**src/rtl/quotient_bcd_pkg.sv**
```systemverilog
// rtl/quotient_bcd_pkg.sv - shared constants and state type for the quotient BCD converter
//
// Purpose: default widths, the divider error code and the converter FSM state
// encoding, imported by the converter top and its helpers.
// Ports: none (package).

package quotient_bcd_pkg;

  localparam int DEFAULT_WORD_WIDTH = 32;
  localparam int DEFAULT_DIGITS     = 10;

  // Error code the divider places on its quotient output; shared with the divider.
  localparam logic [31:0] ERR_CODE = 32'h0BAD1DEA;

  typedef enum logic [1:0] {
    ST_IDLE  = 2'd0,
    ST_SHIFT = 2'd1,
    ST_DONE  = 2'd2
  } state_e;

endpackage

```
**src/rtl/quotient_bcd_converter_bcd_digit_adjust.sv**
```systemverilog
// rtl/quotient_bcd_converter_bcd_digit_adjust.sv - double-dabble add-3 correction for one BCD digit
//
// Purpose: out = in >= 5 ? in + 3 : in. Inputs 5..9 map to 8..12, so the sum
// never leaves the 4-bit digit; the following left shift carries it onward.
// Ports:
//   i_digit  in  4  BCD digit before correction
//   o_digit  out 4  corrected digit

module bcd_digit_adjust (
  input  logic [3:0] i_digit,
  output logic [3:0] o_digit
);

  always_comb begin
    o_digit = i_digit;
    if (i_digit >= 4'd5) begin
      o_digit = i_digit + 4'd3;
    end
  end

endmodule

```
**src/rtl/quotient_bcd_converter.sv**
```systemverilog
// rtl/quotient_bcd_converter.sv - change-triggered iterative binary-to-BCD converter for the divider quotient
//
// Purpose: watches the free-running quotient, and whenever it differs from the
// last converted value captures it and runs a one-bit-per-clock double dabble,
// then presents packed BCD digits with a one-cycle valid strobe.
// Optional feature macro: QUOTIENT_BCD_ERRFLAG_EN - when defined, the divider
// error code bypasses conversion and is reported as all-F digits plus o_error.
// Ports:
//   i_clk     in  1             clock, rising edge
//   i_rst_n   in  1             asynchronous active-low reset
//   i_result  in  WORD_WIDTH    quotient level from the divider (no qualifier)
//   o_bcd     out 4*DIGITS      packed BCD, digit 0 in bits [3:0]
//   o_valid   out 1             one-cycle pulse when o_bcd/o_error update
//   o_busy    out 1             high from capture edge until o_valid issues
//   o_error   out 1             last conversion was the divider error code

module quotient_bcd_converter
  import quotient_bcd_pkg::*;
#(
  parameter int WORD_WIDTH = DEFAULT_WORD_WIDTH,
  parameter int DIGITS     = DEFAULT_DIGITS
) (
  input  logic                  i_clk,
  input  logic                  i_rst_n,
  input  logic [WORD_WIDTH-1:0] i_result,
  output logic [4*DIGITS-1:0]   o_bcd,
  output logic                  o_valid,
  output logic                  o_busy,
  output logic                  o_error
);

  localparam int CNT_W = $clog2(WORD_WIDTH) + 1;
  localparam logic [CNT_W-1:0] LAST_BIT = CNT_W'(WORD_WIDTH - 1);

  state_e                state_q, state_d;
  logic [WORD_WIDTH-1:0] bin_sr_q, bin_sr_d;
  logic [WORD_WIDTH-1:0] captured_q, captured_d;
  logic [WORD_WIDTH-1:0] last_value_q, last_value_d;
  logic [4*DIGITS-1:0]   bcd_acc_q, bcd_acc_d;
  logic [CNT_W-1:0]      bit_cnt_q, bit_cnt_d;
  logic [4*DIGITS-1:0]   bcd_q, bcd_d;
  logic                  valid_q, valid_d;
  logic                  busy_q, busy_d;
  logic [4*DIGITS-1:0]   bcd_adj;

  // Add-3 correction on every digit of the accumulator before each shift.
  for (genvar g = 0; g < DIGITS; g++) begin : g_adj
    bcd_digit_adjust u_adj (
      .i_digit (bcd_acc_q[4*g +: 4]),
      .o_digit (bcd_adj[4*g +: 4])
    );
  end

`ifdef QUOTIENT_BCD_ERRFLAG_EN
  logic error_q, error_d;
  logic err_hit_q, err_hit_d;
`endif

  always_comb begin
    state_d      = state_q;
    bin_sr_d     = bin_sr_q;
    captured_d   = captured_q;
    last_value_d = last_value_q;
    bcd_acc_d    = bcd_acc_q;
    bit_cnt_d    = bit_cnt_q;
    bcd_d        = bcd_q;
    valid_d      = 1'b0;
    busy_d       = busy_q;
`ifdef QUOTIENT_BCD_ERRFLAG_EN
    error_d      = error_q;
    err_hit_d    = err_hit_q;
`endif

    case (state_q)
      ST_IDLE: begin
        if (i_result != last_value_q) begin
          captured_d = i_result;
          bin_sr_d   = i_result;
          bcd_acc_d  = '0;
          bit_cnt_d  = '0;
          busy_d     = 1'b1;
          state_d    = ST_SHIFT;
`ifdef QUOTIENT_BCD_ERRFLAG_EN
          err_hit_d  = 1'b0;
          if (i_result == WORD_WIDTH'(ERR_CODE)) begin
            err_hit_d = 1'b1;
            state_d   = ST_DONE;
          end
`endif
        end
      end

      ST_SHIFT: begin
        bcd_acc_d = {bcd_adj[4*DIGITS-2:0], bin_sr_q[WORD_WIDTH-1]};
        bin_sr_d  = {bin_sr_q[WORD_WIDTH-2:0], 1'b0};
        bit_cnt_d = bit_cnt_q + 1'b1;
        if (bit_cnt_q == LAST_BIT) begin
          state_d = ST_DONE;
        end
      end

      ST_DONE: begin
        bcd_d        = bcd_acc_q;
        valid_d      = 1'b1;
        busy_d       = 1'b0;
        last_value_d = captured_q;
        state_d      = ST_IDLE;
`ifdef QUOTIENT_BCD_ERRFLAG_EN
        error_d = err_hit_q;
        if (err_hit_q) begin
          bcd_d = '1;
        end
`endif
      end

      default: begin
        state_d = ST_IDLE;
      end
    endcase
  end

  always_ff @(posedge i_clk or negedge i_rst_n) begin
    if (!i_rst_n) begin
      state_q      <= ST_IDLE;
      bin_sr_q     <= '0;
      captured_q   <= '0;
      last_value_q <= '0;
      bcd_acc_q    <= '0;
      bit_cnt_q    <= '0;
      bcd_q        <= '0;
      valid_q      <= 1'b0;
      busy_q       <= 1'b0;
    end else begin
      state_q      <= state_d;
      bin_sr_q     <= bin_sr_d;
      captured_q   <= captured_d;
      last_value_q <= last_value_d;
      bcd_acc_q    <= bcd_acc_d;
      bit_cnt_q    <= bit_cnt_d;
      bcd_q        <= bcd_d;
      valid_q      <= valid_d;
      busy_q       <= busy_d;
    end
  end

`ifdef QUOTIENT_BCD_ERRFLAG_EN
  always_ff @(posedge i_clk or negedge i_rst_n) begin
    if (!i_rst_n) begin
      error_q   <= 1'b0;
      err_hit_q <= 1'b0;
    end else begin
      error_q   <= error_d;
      err_hit_q <= err_hit_d;
    end
  end

  assign o_error = error_q;
`else
  assign o_error = 1'b0;
`endif

  assign o_bcd   = bcd_q;
  assign o_valid = valid_q;
  assign o_busy  = busy_q;

endmodule
```
**config.mk**
```make
export PLATFORM = sky130hd
export DESIGN_NAME = quotient_bcd_converter
export DESIGN_NICKNAME = d
export VERILOG_FILES = /design/src/rtl/quotient_bcd_pkg.sv /design/src/rtl/quotient_bcd_converter_bcd_digit_adjust.sv /design/src/rtl/quotient_bcd_converter.sv
export SDC_FILE = /design/constraint.sdc
export NUM_CORES = 1
export LEC_CHECK = 0
export CORE_MARGIN = 1.5
export CORE_UTILIZATION = 50
export DETAILED_ROUTE_END_ITERATION = 12
export GPL_TIMING_DRIVEN = 0
export PLACE_DENSITY = 0.71
export SLEW_MARGIN = 40
export SYNTH_ARGS = -nofsm -noshare
export SYNTH_HDL_FRONTEND = slang
export SYNTH_SLANG_ARGS = --single-unit
```
**constraint.sdc**
```tcl
create_clock -name i_clk -period 4.9 [get_ports i_clk]
set_clock_uncertainty 0.2 [all_clocks]
set_input_delay 0.98 -clock i_clk [delete_from_list [all_inputs] [get_ports i_clk]]
set_output_delay 0.98 -clock i_clk [all_outputs]
set_load 0.02 [all_outputs]
```
Yosys cells after proc, flatten, opt, wreduce, memory -nomap -nowiden
Cells that the tools add are included.

cells by class
  add/subtract/negate cells = 11
  magnitude comparators = 10
  equality and inequality tests = 6
  multiplexer cells = 22
  reductions and logical operators = 7

operators with widths
  cell                                                                                  number
  40-bit case mux with 2 select lines                                                   1
  32-bit case mux with 2 select lines                                                   1
  4-bit by 3-bit greater-or-equal comparator with 1-bit output (second input constant)  10
  40-bit two-way mux                                                                    1
  4-bit by 2-bit adder with 4-bit output (second input constant)                        9
  4-bit two-way mux                                                                     9
  32-bit two-way mux                                                                    1
  32-bit inequality test                                                                1
  6-bit case mux with 2 select lines                                                    1
  2-bit AND reduction                                                                   4
  6-bit by 1-bit adder with 6-bit output (second input constant)                        1
  6-bit by 5-bit == test with 1-bit output (second input constant)                      1
  6-bit two-way mux                                                                     1
  2-bit two-way mux                                                                     2
  2-bit inequality test (second input constant)                                         2
  2-bit case mux with 2 select lines                                                    1
  2-bit nonzero test                                                                    2
  3-bit by 2-bit adder with 3-bit output (second input constant)                        1
  3-bit two-way mux                                                                     1
  2-bit by 1-bit == test with 1-bit output (second input constant)                      1
  2-bit == test (second input constant)                                                 1
  2-bit zero test                                                                       1
  1-bit two-way mux                                                                     2
  1-bit case mux with 2 select lines                                                    1

storage, ports and cells
  bits in registers = 186
  bits of input ports = 34
  output and inout bits = 43
  word-level logic and storage cells = 65

Longest topological paths before layout
Gate-level depths: netlist of the first run.

  depth after elaboration = 3
  mapped depth = 8
  depth with buffers taken out = 7

Cells and area by module
From an unflattened synthesis of the first run, not the netlist that was laid out.

second synthesis, totals
  cells, all modules = 984
  area, all modules = 8951.1 µm²

modules (own cells, without submodules)
  module                  times used  cells an instance  area an instance (µm²)  seq. area each (µm²)
  quotient_bcd_converter  1           824                7937.6                  4654.5
  bcd_digit_adjust        10          16                 101.3                   0.0

Worst setup path before layout of the first run
OpenSTA, ideal clock, no wires.

  path kind = input to register
  start = in i_result[9]
  end = reg state_q[0]
  library setup time = 139 ps
  arrival = 2136 ps
  required time = 4561 ps
  path slack = 2425 ps
  cell stages on the path = 7
  buffers on the path = 2
  path through = xor2_1 > nor4_1 > and4_1 > buf_4 > a21boi_4 > buf_2 > o21bai_1

between the ends
  longest elaborated chain between the ends = 3

ends and longest elaborated chain
  what                             line                           source
  start: declaration               quotient_bcd_converter.sv:25   input logic [WORD_WIDTH-1:0] i_result,
  32-bit inequality test           quotient_bcd_converter.sv:76   if (i_result != last_value_q) begin
  2-bit inequality test (no line)  -
  2-bit AND reduction (no line)    -
  end signal: assignment           quotient_bcd_converter.sv:134  state_q <= state_d;
  end: declaration                 quotient_bcd_converter.sv:35   state_e state_q, state_d;

No other way between the ends.
A chain may end at the register's enable or synchronous reset.

Worst setup path in the final report of the first run
  start = in i_result[3]
  end = reg captured_q[1]

between the ends
  longest elaborated chain between the ends = 2

ends and longest elaborated chain
  what                           line                           source
  32-bit inequality test         quotient_bcd_converter.sv:76
  2-bit AND reduction (no line)  -
  end signal: assignment         quotient_bcd_converter.sv:136  captured_q <= captured_d;
  end: declaration               quotient_bcd_converter.sv:37   logic [WORD_WIDTH-1:0] captured_q, captured_d;

No other way between the ends.

==> impl_results.md, run 1 <==
- Final Hold Viols: 0
- WP data arrival: 3550 ps
- CTS root buf: clkbuf_16
- R2R Setup Slk: 2090 ps
- Syn Area/Cell: 9.709 um2
- Critical Path Source: i_result[3]
- TNS Setup: 0 ps
- Total GRT Usage: 25.88%
- I/O Buffers: between 70 and 80
- FF-to-FF End: captured_q[1]
- Relative slew slack: 50.51%
- Max VDD drop: approximately 0.00026 V
- Max cap viols: 0
- CTS H-Tree Depth: 4
- Die X: 134.5 um
- Clock sink count: between 150 and 200
- Die Ht: between 100 and 150 um
- Post-Syn Area: ~0.0087 mm2
- Internal Pwr Total: about 2.5 mW
- Remaining global-route overflow: 0
- Die ar.: 0.01810 mm2
- Fmax: 288.9 MHz
- Post-Syn Instances: 891
- GPL Wtd Cong: 0.8297
- Distinct cells, synth: 37
- Critical R2R Launch: last_value_q[3]
- Pin count of the biggest net entering global routing: 72
- Syn_nets: between 900 and 1k
- Vias: 6,983
- Hold crit path type: in2async
- Global-route wire length before repair: 36.52 mm
- I/O pins: 77
- Final period util: around 71%
- P per Cell Area: 324.2 mW/mm2
- Endpoint class of the critical path: register
- WP data required: 4990 ps
- Status: finished, final reports clean
- DRT Wirelength: 21.97 mm
- DR vias/cell: 5.728
- Diode count: 0
- Core ar.: 0.01676 mm2
- Area Overhead vs Synth: 19.09%
- Initial DRC Count: 683
- Total CTS buffers: 17
- Register share of total power: between 50% and 60%
- Net Sw Power: 838.7 uW
- Post-synthesis sequential area ratio: 53.80%
- Initial antenna violation count: 0
- CTS Buffer Depth: 2
- CTS Hold Bufs: 0
- DP HPWL: ~15 mm
- Remaining antenna violation count: 0
- Setup Viol. Count Final: 0
- FILL cells: 1,448
- LEAKAGE: 4.585 nW
- Clock power share: 39.3%
- TritonCTS clock tree: built
- Pre-Repair DR Iteration Count: 5
- Drt wl/cell: 18.03 um
- Gate power share: 10.7%
- Crit Path Class: in2reg
- Total setup buffers inserted after CTS: 0
- CP Max Fanout: 10
- Yosys warnings: 0
- Primary FF master, synth: dfrtp_1
- Drt drc: 0
- Post-synth EDFFs: 0
- Pwr Total: approximately 3.3 mW
- Post-CTS Resized: 0
- Starting Density: roughly half
- Final Slew Violations: 0
- Clock insertion delay at the later pin of the skew report: 430 ps
- RSZ-0062 raised after global routing: no
- Startpoint Class: input port
- Clock transition at the registers of the reported paths: 70 ps
- Number of core rows: 47
- Worst-margin pin slew: around 740 ps
- Tmin final: between 3000 and 4000 ps
- FFs w/ async S/R, synth: 100.0%
- Number of global-route vias before repair: 6,991
- Flops & latches, synth: 186
- Layout Nets: 1,043
- Layout cell share with drive strength beyond 1: 6.206%
- Sw frac: 25.11%
- R2r worst-path depth: 6
-- kinds of logic (layout without fill, tap and decap cells) --
| group | after synthesis | in the layout | synth area share, % |
|---|---|---|---|
| AOI/OAI and AO/OA | 235 | 235 | 16.97 |
| buffers and inverters | 116 | 224 | 5.510 |
| muxes | 1 | 1 | 0.1302 |
| and+or+nand+nor | 278 | 278 | 15.14 |
| adders and majority gates | 21 | 21 | 3.037 |
| DFF | 186 | 186 | 53.80 |
| other | 1 | 1 | 0.04335 |
| xor gates and xnor gates | 53 | 53 | 5.366 |
-- metal layers --
metal  wire length, um  track usage, %
met3              1212           5.668
met2              9897           38.75
met5                 0               0
met1             10510           38.19
met4               351           7.109
-- sequential cells by signal (all words and copies together) (netlist names) --
name          cells
o_valid           1
last_value_q     32
bit_cnt_q         6
captured_q       32
o_bcd            40
bcd_acc_q        40
bin_sr_q         32
o_busy            1
state_q           2
-- per-stage QoR --
stage / hold WS [ps] / util (%) / instances / setup slack [ps] / cell area (um2)
detailed placement: 257.6 / 58.22 / 1189 / 1099 / 9757
floorplan: 234.8 / - / 891 / 2425 / 8651
CTS: 155.6 / 61.47 / 1219 / 1545 / 10300
finish: 159.6 / 61.47 / 1219 / 1439 / 10300
global route: 163.8 / 61.47 / 1219 / 1343 / 10300
global placement: 252.1 / 57.74 / 1186 / -5289 / 9677
-- cells in the mapped netlist (all sizes together), types with 2 or more instances --
| cell type | n | area, um2 |
|---|---|---|
| or3 | 10 | 62.56 |
| nor2b | 2 | 12.51 |
| nand2 | 152 | 570.6 |
| inv | 54 | 202.7 |
| nand3 | 34 | 170.2 |
| a31oi | 11 | 68.82 |
| a22oi | 31 | 232.7 |
| o22ai | 22 | 200.2 |
| nor4 | 9 | 56.30 |
| xnor2 | 12 | 105.1 |
| buf | 22 | 123.9 |
| ha | 21 | 262.8 |
| and4 | 2 | 17.52 |
| nor2 | 14 | 52.55 |
| a21oi | 21 | 105.1 |
| o21ai | 113 | 565.5 |
| o211ai | 32 | 240.2 |
| nor4b | 10 | 87.58 |
| clkbuf | 39 | 146.4 |
| dfrtp | 186 | 4654 |
| nand2b | 11 | 68.82 |
| xor2 | 41 | 359.1 |
| nand4 | 33 | 206.5 |
-- cell type report --
type | count | area, um2 | share of cell area, %
clock buffer | 22 | 474.2 | 4.603
sequential | 186 | 4654 | 45.18
inverter | 55 | 206.4 | 2.004
timing repair buffer | 78 | 830.8 | 8.064
buffer | 61 | 270.3 | 2.623
tap | 220 | 275.3 | 2.672
multi-input combinational | 589 | 3520 | 34.16
clock inverter | 8 | 71.32 | 0.6923
-- cells in the final DEF (no fill, tap or decap), types with 7 or more instances in the layout --
master           count
or3_1               10
a22oi_1             31
o21ai_1              7
clkbuf_16           17
a31oi_1             11
o211ai_1            32
xor2_1              41
o22ai_1             12
nor2_1              14
clkdlybuf4s50_1     74
buf_2               12
a21oi_1             21
clkbuf_1            41
dfrtp_1            186
nand2_1            152
o21ai_0            106
inv_1               54
xnor2_1             12
nor4_1               9
nor4b_1             10
nand4_1             33
nand3_1             34
ha_1                21
o22ai_2             10
nand2b_1            11
-- worst max-delay path: stages --
cell,delay (ps)
clkdlybuf4s50_1,450
xor2_1,240
nor4_1,660
nand4_1,350
clkbuf_1,360
o211ai_1,350
o21ai_0,160
-- how the worst max path moves through the flow --
stage	to	cells after the start
final	captured_q[1]	7
after global routing	captured_q[12]	7
after CTS	captured_q[1]	7
after detailed placement	captured_q[1]	7
after global placement	captured_q[2]	1
after floorplan	state_q[0]	7
-- power groups by stage --
stage	Sequential [mW]	Clock, mW	Combinational, mW
after global routing	1.68	1.38	0.410
after detailed placement	1.70	0	0.355
final	1.67	1.31	0.357
after global placement	1.70	0	0.340
after CTS	1.67	1.32	0.361
after floorplan	1.68	0	0.235
No activity file was read; power rests on OpenSTA's default activity.
==> run 2, diff against run 1 <==
- clock period: 4.9 -> 3.35 ns (I/O delays scaled with it)
==> run 2 against run 1 <==
Die area stayed put. Via count is 0.19% lower. Hold slack better by 110 ps. Sequential cell count stayed put. Wire length is 0.14% higher. Utilization is 0.060 points higher. First-iteration DRC count is 13% lower. Register-to-register slack worse by 1500 ps. Largest power group unchanged.
==> impl_results.md, run 2 (synthesis results as in run 1) <==
- Status: finished, final reports clean
- Total setup buffers inserted after CTS: 0 (unchanged)
- Pin count of the biggest net entering global routing: 72 (unchanged)
- Setup Viol. Count Final: 0 (unchanged)
- Endpoint class of the critical path: register
- Area Overhead vs Synth: 19.21% (about the same)
- Layout Nets: 1,044 (+0.096%)
- Die Ht: 134.5 um (unchanged)
- Max cap viols: 0 (unchanged)
- Global-route wire length before repair: 36.52 mm (unchanged)
- Startpoint Class: input port
- FILL cells: 1,447 (-0.069%)
- Max VDD drop: 0.0003848 V (+47%)
- Number of core rows: 47 (unchanged)
- Register share of total power: 50.1% (about the same)
- Vias: 6,970 (-0.19%)
- Relative slew slack: 50.89% (+0.38 points)
- Diode count: 0 (unchanged)
- TritonCTS clock tree: built
- Starting Density: 51.62% (unchanged)
- Final Slew Violations: 0 (unchanged)
- Multi-input logic area: 0.003520 mm2 (unchanged)
- Die X: 134.5 um (unchanged)
- RSZ-0062 raised after global routing: no
- GPL Wtd Cong: 0.8297 (unchanged)
- Drt wl/cell: 18.04 um (about the same)
- Die ar.: 0.01810 mm2 (unchanged)
- Clock sink count: 186 (unchanged)
- Crit-path cells: clkdlybuf4s50_1 -> xor2_1 -> nor4_1 -> nand4_1 -> clkbuf_1 -> o211ai_1 -> o21ai_0
- Worst-margin pin slew: 736.7 ps (-5.722 ps)
- R2R Setup Slk: 580 ps (-1510 ps)
- Hold crit path type: reg2reg
- Core ar.: 0.01676 mm2 (unchanged)
- Pre-Repair DR Iteration Count: 5 (unchanged)
- Clock transition at the registers of the reported paths: 60 ps (about the same)
- TNS Setup: 0 ps (unchanged)
- I/O pins: 77 (unchanged)
- Fmax: 320.8 MHz
- CTS Hold Bufs: 1 (+1)
- Initial DRC Count: 597 (-13%)
- Post-CTS Resized: 0 (unchanged)
- CTS root buf: clkbuf_16
- Remaining antenna violation count: 0 (unchanged)
- CTS Buffer Depth: 2 (unchanged)
- Remaining global-route overflow: 0 (unchanged)
- Sw frac: 25.03% (-0.081 points)
- Clock insertion delay at the later pin of the skew report: 430 ps (about the same)
- CP Max Fanout: 10 (unchanged)
- Design area: 0.01031 mm2 (about the same)
- Hold_ws: 269.0 ps (+109.4 ps)
- CTS H-Tree Depth: 4 (unchanged)
- Clock power share: 39.2% (about the same)
- DR vias/cell: 5.713 (-0.27%)
- Final worst slack: 233.0 ps (-1206 ps)
- DP HPWL: 15.04 mm (unchanged)
- Internal Pwr Total: 3.659 mW (+46%)
- Most frequent cells in the layout: dfrtp_1, nand2_1, o21ai_0
- Final Hold Viols: 0 (unchanged)
- DRT Wirelength: 22.00 mm (+0.14%)
- Total GRT Usage: 25.88% (unchanged)
- Crit Path Class: in2reg
- I/O Buffers: 75 (unchanged)
- CP delay by family, top: simple AND/OR/NAND/NOR gates
- Number of global-route vias before repair: 6,994 (+0.043%)
- Buffer and inverter count on the worst path: 2 (unchanged)
- Tmin final: roughly 3100 ps
- Net Sw Power: 1.222 mW (+46%)
- Final period util: between 90% and 100%
- WP data arrival: 3200 ps (-350 ps)
- WP data required: 3440 ps (-1550 ps)
- Layout cell share with drive strength beyond 1: 6.200% (-0.0062 points)
- Sequential cell area: 0.004654 mm2 (unchanged)
- Place WS: -141.4 ps (-1240 ps)
- P per Cell Area: 473.2 mW/mm2 (+46%)
- Most common library cell in the layout ignoring fill and taps: dfrtp_1
- Total CTS buffers: 17 (unchanged)
- Slowest CP cell: nor4_1
- Drt drc: 0 (unchanged)
- Gate power share: 10.7% (about the same)
- Max stage delay on crit path: 630 ps (-30 ps)
- DP Area: 0.009757 mm2 (unchanged)
- LEAKAGE: 4.590 nW (about the same)
- Initial antenna violation count: 0 (unchanged)
run 2: changes by cell type in the layout (fill, tap and decap cells not counted), sizes merged:
cell | previous run | this run
dlygate4sd3 | 0 | 1
run 2: power groups by stage:
stage	sequential, mW	clock (mW)	combinational [mW]
floorplan	2.45	0	0.344
CTS	2.44	1.94	0.529
detailed placement	2.48	0	0.519
global placement	2.48	0	0.497
finish	2.44	1.91	0.523
global route	2.46	2.02	0.600
run 2: through the flow:
stage | power (mW) | std cells | utilization, %
after CTS | 4.905 | 1220 | 61.53
after global placement | 2.977 | 1186 | 57.74
after detailed placement | 2.999 | 1189 | 58.22
after floorplan | 2.798 | 891 | -
final | 4.880 | 1220 | 61.53
after global routing | 5.075 | 1220 | 61.53
run 2: worst register-to-register path: stages (launching register included):
cell      delay [ps]
dfrtp_1          390
xor2_1           210
nor4_1           630
nand4_1          350
clkbuf_1         360
o211ai_1         350
o21ai_0          150
run 2: area by class of cell:
type | count | area share [%]
inverters | 55 | 2.002
well taps | 220 | 2.669
plain buffers | 61 | 2.621
multi-input cells | 589 | 34.13
repair buffers | 79 | 8.153
flip-flops and latches | 186 | 45.13
clock buffers | 22 | 4.598
clock inverters | 8 | 0.6916
run 2: per-layer routing:
| layer | share of wire, % | vias up | wire length [um] | global-route usage, % |
|---|---|---|---|---|
| met2 | 45 | 208 | 9903 | 38.75 |
| met5 | 0 | - | 0 | 0 |
| li1 | - | 3292 | - | - |
| met1 | 48 | 3441 | 10600 | 38.19 |
| met3 | 5.3 | 29 | 1158 | 5.668 |
| met4 | 1.6 | 0 | 345 | 7.109 |
run 2: worst paths after layout:
check | to | from | depth (start not counted)
min in group asynchronous | o_bcd[6] | i_rst_n | 2
max in group asynchronous | last_value_q[1] | i_rst_n | 4
hold reg to reg | last_value_q[0] | captured_q[0] | 2
hold / removal | last_value_q[0] | captured_q[0] | 2
setup / recovery | captured_q[1] | i_result[3] | 7
setup reg to reg | captured_q[1] | last_value_q[3] | 6
==> run 3, diff against run 2 <==
- CORE_UTILIZATION: 50 -> 55
- PLACE_DENSITY: 0.71 -> 0.77
- SETUP_SLACK_MARGIN: unset -> 0.5
==> run 3 against run 2 <==
Sequential cell count stayed put. Sequential share of layout area is 0.23 points lower. Hold slack better by 8.1 ps. Clock power is 8% higher. Critical path depth is 1 higher. Fmax is 13% higher. First-iteration DRC count is 0.84% higher. Highest routed layer unchanged.
==> impl_results.md, run 3 (synthesis results as in run 1) <==
- Total setup buffers inserted after CTS: 0 (unchanged)
- Relative slew slack: 48.02% (-2.9 points)
- Initial antenna violation count: 0 (unchanged)
- Total CTS buffers: 17 (unchanged)
- CTS Buffer Depth: 2 (unchanged)
- GPL Wtd Cong: 0.8212 (-1.0%)
- Startpoint Class: input port
- Slowest CP cell: clkdlybuf4s50_1
- Non-Filler Instances: 1,212 (-0.66%)
- CP delay by family, top: buffers and inverters
- Total GRT Usage: 27.84% (+2.0 points)
- CP Max Fanout: 10 (unchanged)
- Starting Density: 56.70% (+5.1 points)
- DRT Wirelength: 21.74 mm (-1.2%)
- LEAKAGE: 4.613 nW (+0.50%)
- Layout Utilization: 67.94% (+6.4 points)
- TNS Setup: 0 ps (unchanged)
- Crit Path Class: in2reg
- Status: finished, final reports clean
- Endpoint class of the critical path: register
- Setup Viol. Count Final: 0 (unchanged)
- Crit-path cells: clkdlybuf4s50_1 -> xor2_1 -> nor4_1 -> and4_1 -> buf_4 -> a31oi_1 -> buf_2 -> o22ai_1
- Die X: 128.4 um (-4.5%)
- I/O Buffers: 75 (unchanged)
- Max cap viols: 0 (unchanged)
- Diode count: 0 (unchanged)
- Fmax: 362.0 MHz (+13%)
- Core ar.: 0.01526 mm2 (-9.0%)
- Clock transition at the registers of the reported paths: 70 ps (about the same)
- Die ar.: 0.01649 mm2 (-8.9%)
- Final Slew Violations: 0 (unchanged)
- Drt drc: 0 (unchanged)
- I/O pins: 77 (unchanged)
- Pwr Total: 5.039 mW (+3.3%)
- Max VDD drop: 0.0003974 V (+3.3%)
- DP HPWL: 14.64 mm (-2.7%)
- DP Cell Count: 1,179 (-0.84%)
- Pre-Repair DR Iteration Count: 6 (+1)
- Most frequent cells in the layout: dfrtp_1, nand2_1, o21ai_0
- Remaining antenna violation count: 0 (unchanged)
- DR vias/cell: 5.847 (+2.3%)
- Final Hold Viols: 0 (unchanged)
- Area Overhead vs Synth: 19.83%
- Die Ht: 128.4 um (-4.5%)
- Vias: 7,087 (+1.7%)
- CTS root buf: clkbuf_16
- WP data arrival: 2850 ps (-350 ps)
- Buffer and inverter count on the worst path: 3 (+1)
- Tmin final: 2762 ps (-354.8 ps)
- CTS H-Tree Depth: 4 (unchanged)
- RSZ-0062 raised after global routing: yes
- WP data required: 3430 ps (about the same)
- Global-route wire length before repair: 35.36 mm (-3.2%)
- Max stage delay on crit path: 550 ps (-80 ps)
- Clock insertion delay at the later pin of the skew report: 440 ps (about the same)
- Drt wl/cell: 17.93 um (-0.57%)
- P per Cell Area: 486.1 mW/mm2 (+2.7%)
- Remaining global-route overflow: 0 (unchanged)
- Clock sink count: 186 (unchanged)
- Hold crit path type: reg2reg
- Layout Nets: 1,043 (-0.096%)
- Most common library cell in the layout ignoring fill and taps: dfrtp_1
- Worst-margin pin slew: 779.7 ps (+43.00 ps)
- Number of core rows: 45 (-4.3%)
- Hold_ws: 277.2 ps (+8.143 ps)
- Initial DRC Count: 602 (+0.84%)
- Pin count of the biggest net entering global routing: 68 (-5.6%)
- TritonCTS clock tree: built
- Final period util: 82.45% (-11 points)
- Number of global-route vias before repair: 6,803 (-2.7%)
- Layout cell share with drive strength beyond 1: 7.193% (+0.99 points)
run 3: cell count changes in the layout (fill, tap and decap cells not counted), sizes merged:
cell,change
inv,+2
clkinv,-4
buf,-1
clkinvlp,+2
bufinv,+1
clkbuf,+1
run 3: timing repair:
| item | in CTS | in global routing |
|---|---|---|
| endpoints found under the setup margin | 0 | 68 |
| hold buffers | 1 | 0 |
| endpoints found under the hold margin | 54 | 0 |
| gates resized for setup | 0 | 14 |
run 3: final cells by class:
cell class,count,area [um2]
inverters,55,206.4
multi-input cells,589,3546
clock inverters,9,110.1
fillers,1164,4892
plain buffers,61,276.5
repair buffers,78,820.8
well taps,211,264.0
flip-flops and latches,186,4654
clock buffers,23,488.0
run 3: final timing paths:
kind	cells past startpoint	start	end	slack (ps)
min in group asynchronous	2	i_rst_n	o_bcd[25]	540
max in group asynchronous	4	i_rst_n	bin_sr_q[17]	1410
worst min register to register	2	o_bcd[4]	o_bcd[4]	280
worst max register to register	6	state_q[0]	o_bcd[28]	760
worst max-delay path	8	i_result[28]	bit_cnt_q[4]	590
worst min-delay path	2	o_bcd[4]	o_bcd[4]	280
run 3: power by group:
| group | internal (mW) | total (mW) | switching, mW |
|---|---|---|---|
| clock | 1.18 | 2.07 | 0.884 |
| combinational | 0.242 | 0.532 | 0.290 |
| sequential | 2.35 | 2.44 | 0.0957 |
| total | 3.77 | 5.04 | 1.27 |
run 3: layer usage:
| metal | part of all wire [%] | track usage (%) | vias to the layer above | wire length (um) |
|---|---|---|---|---|
| met1 | 47 | 41.02 | 3507 | 10210 |
| met3 | 6.5 | 6.736 | 42 | 1421 |
| li1 | - | - | 3288 | - |
| met2 | 45 | 41.11 | 250 | 9686 |
| met4 | 1.9 | 8.592 | 0 | 419 |
| met5 | 0 | 0 | - | 0 |
run 3: worst register-to-register path, cell delays in order (launching register included):
cell and delay, ps:
dfrtp_1 390, clkinv_1 210, nand2_1 310, clkbuf_1 640, buf_1 540, nand2_1 110, o21ai_0 100
run 3: per-stage QoR:
stage	instance area [um2]	setup slack, ps
finish	10370	587.8
global route	10370	479.2
CTS	10330	537.1
detailed placement	9726	80.00
global placement	9666	-6319
floorplan	8651	1185
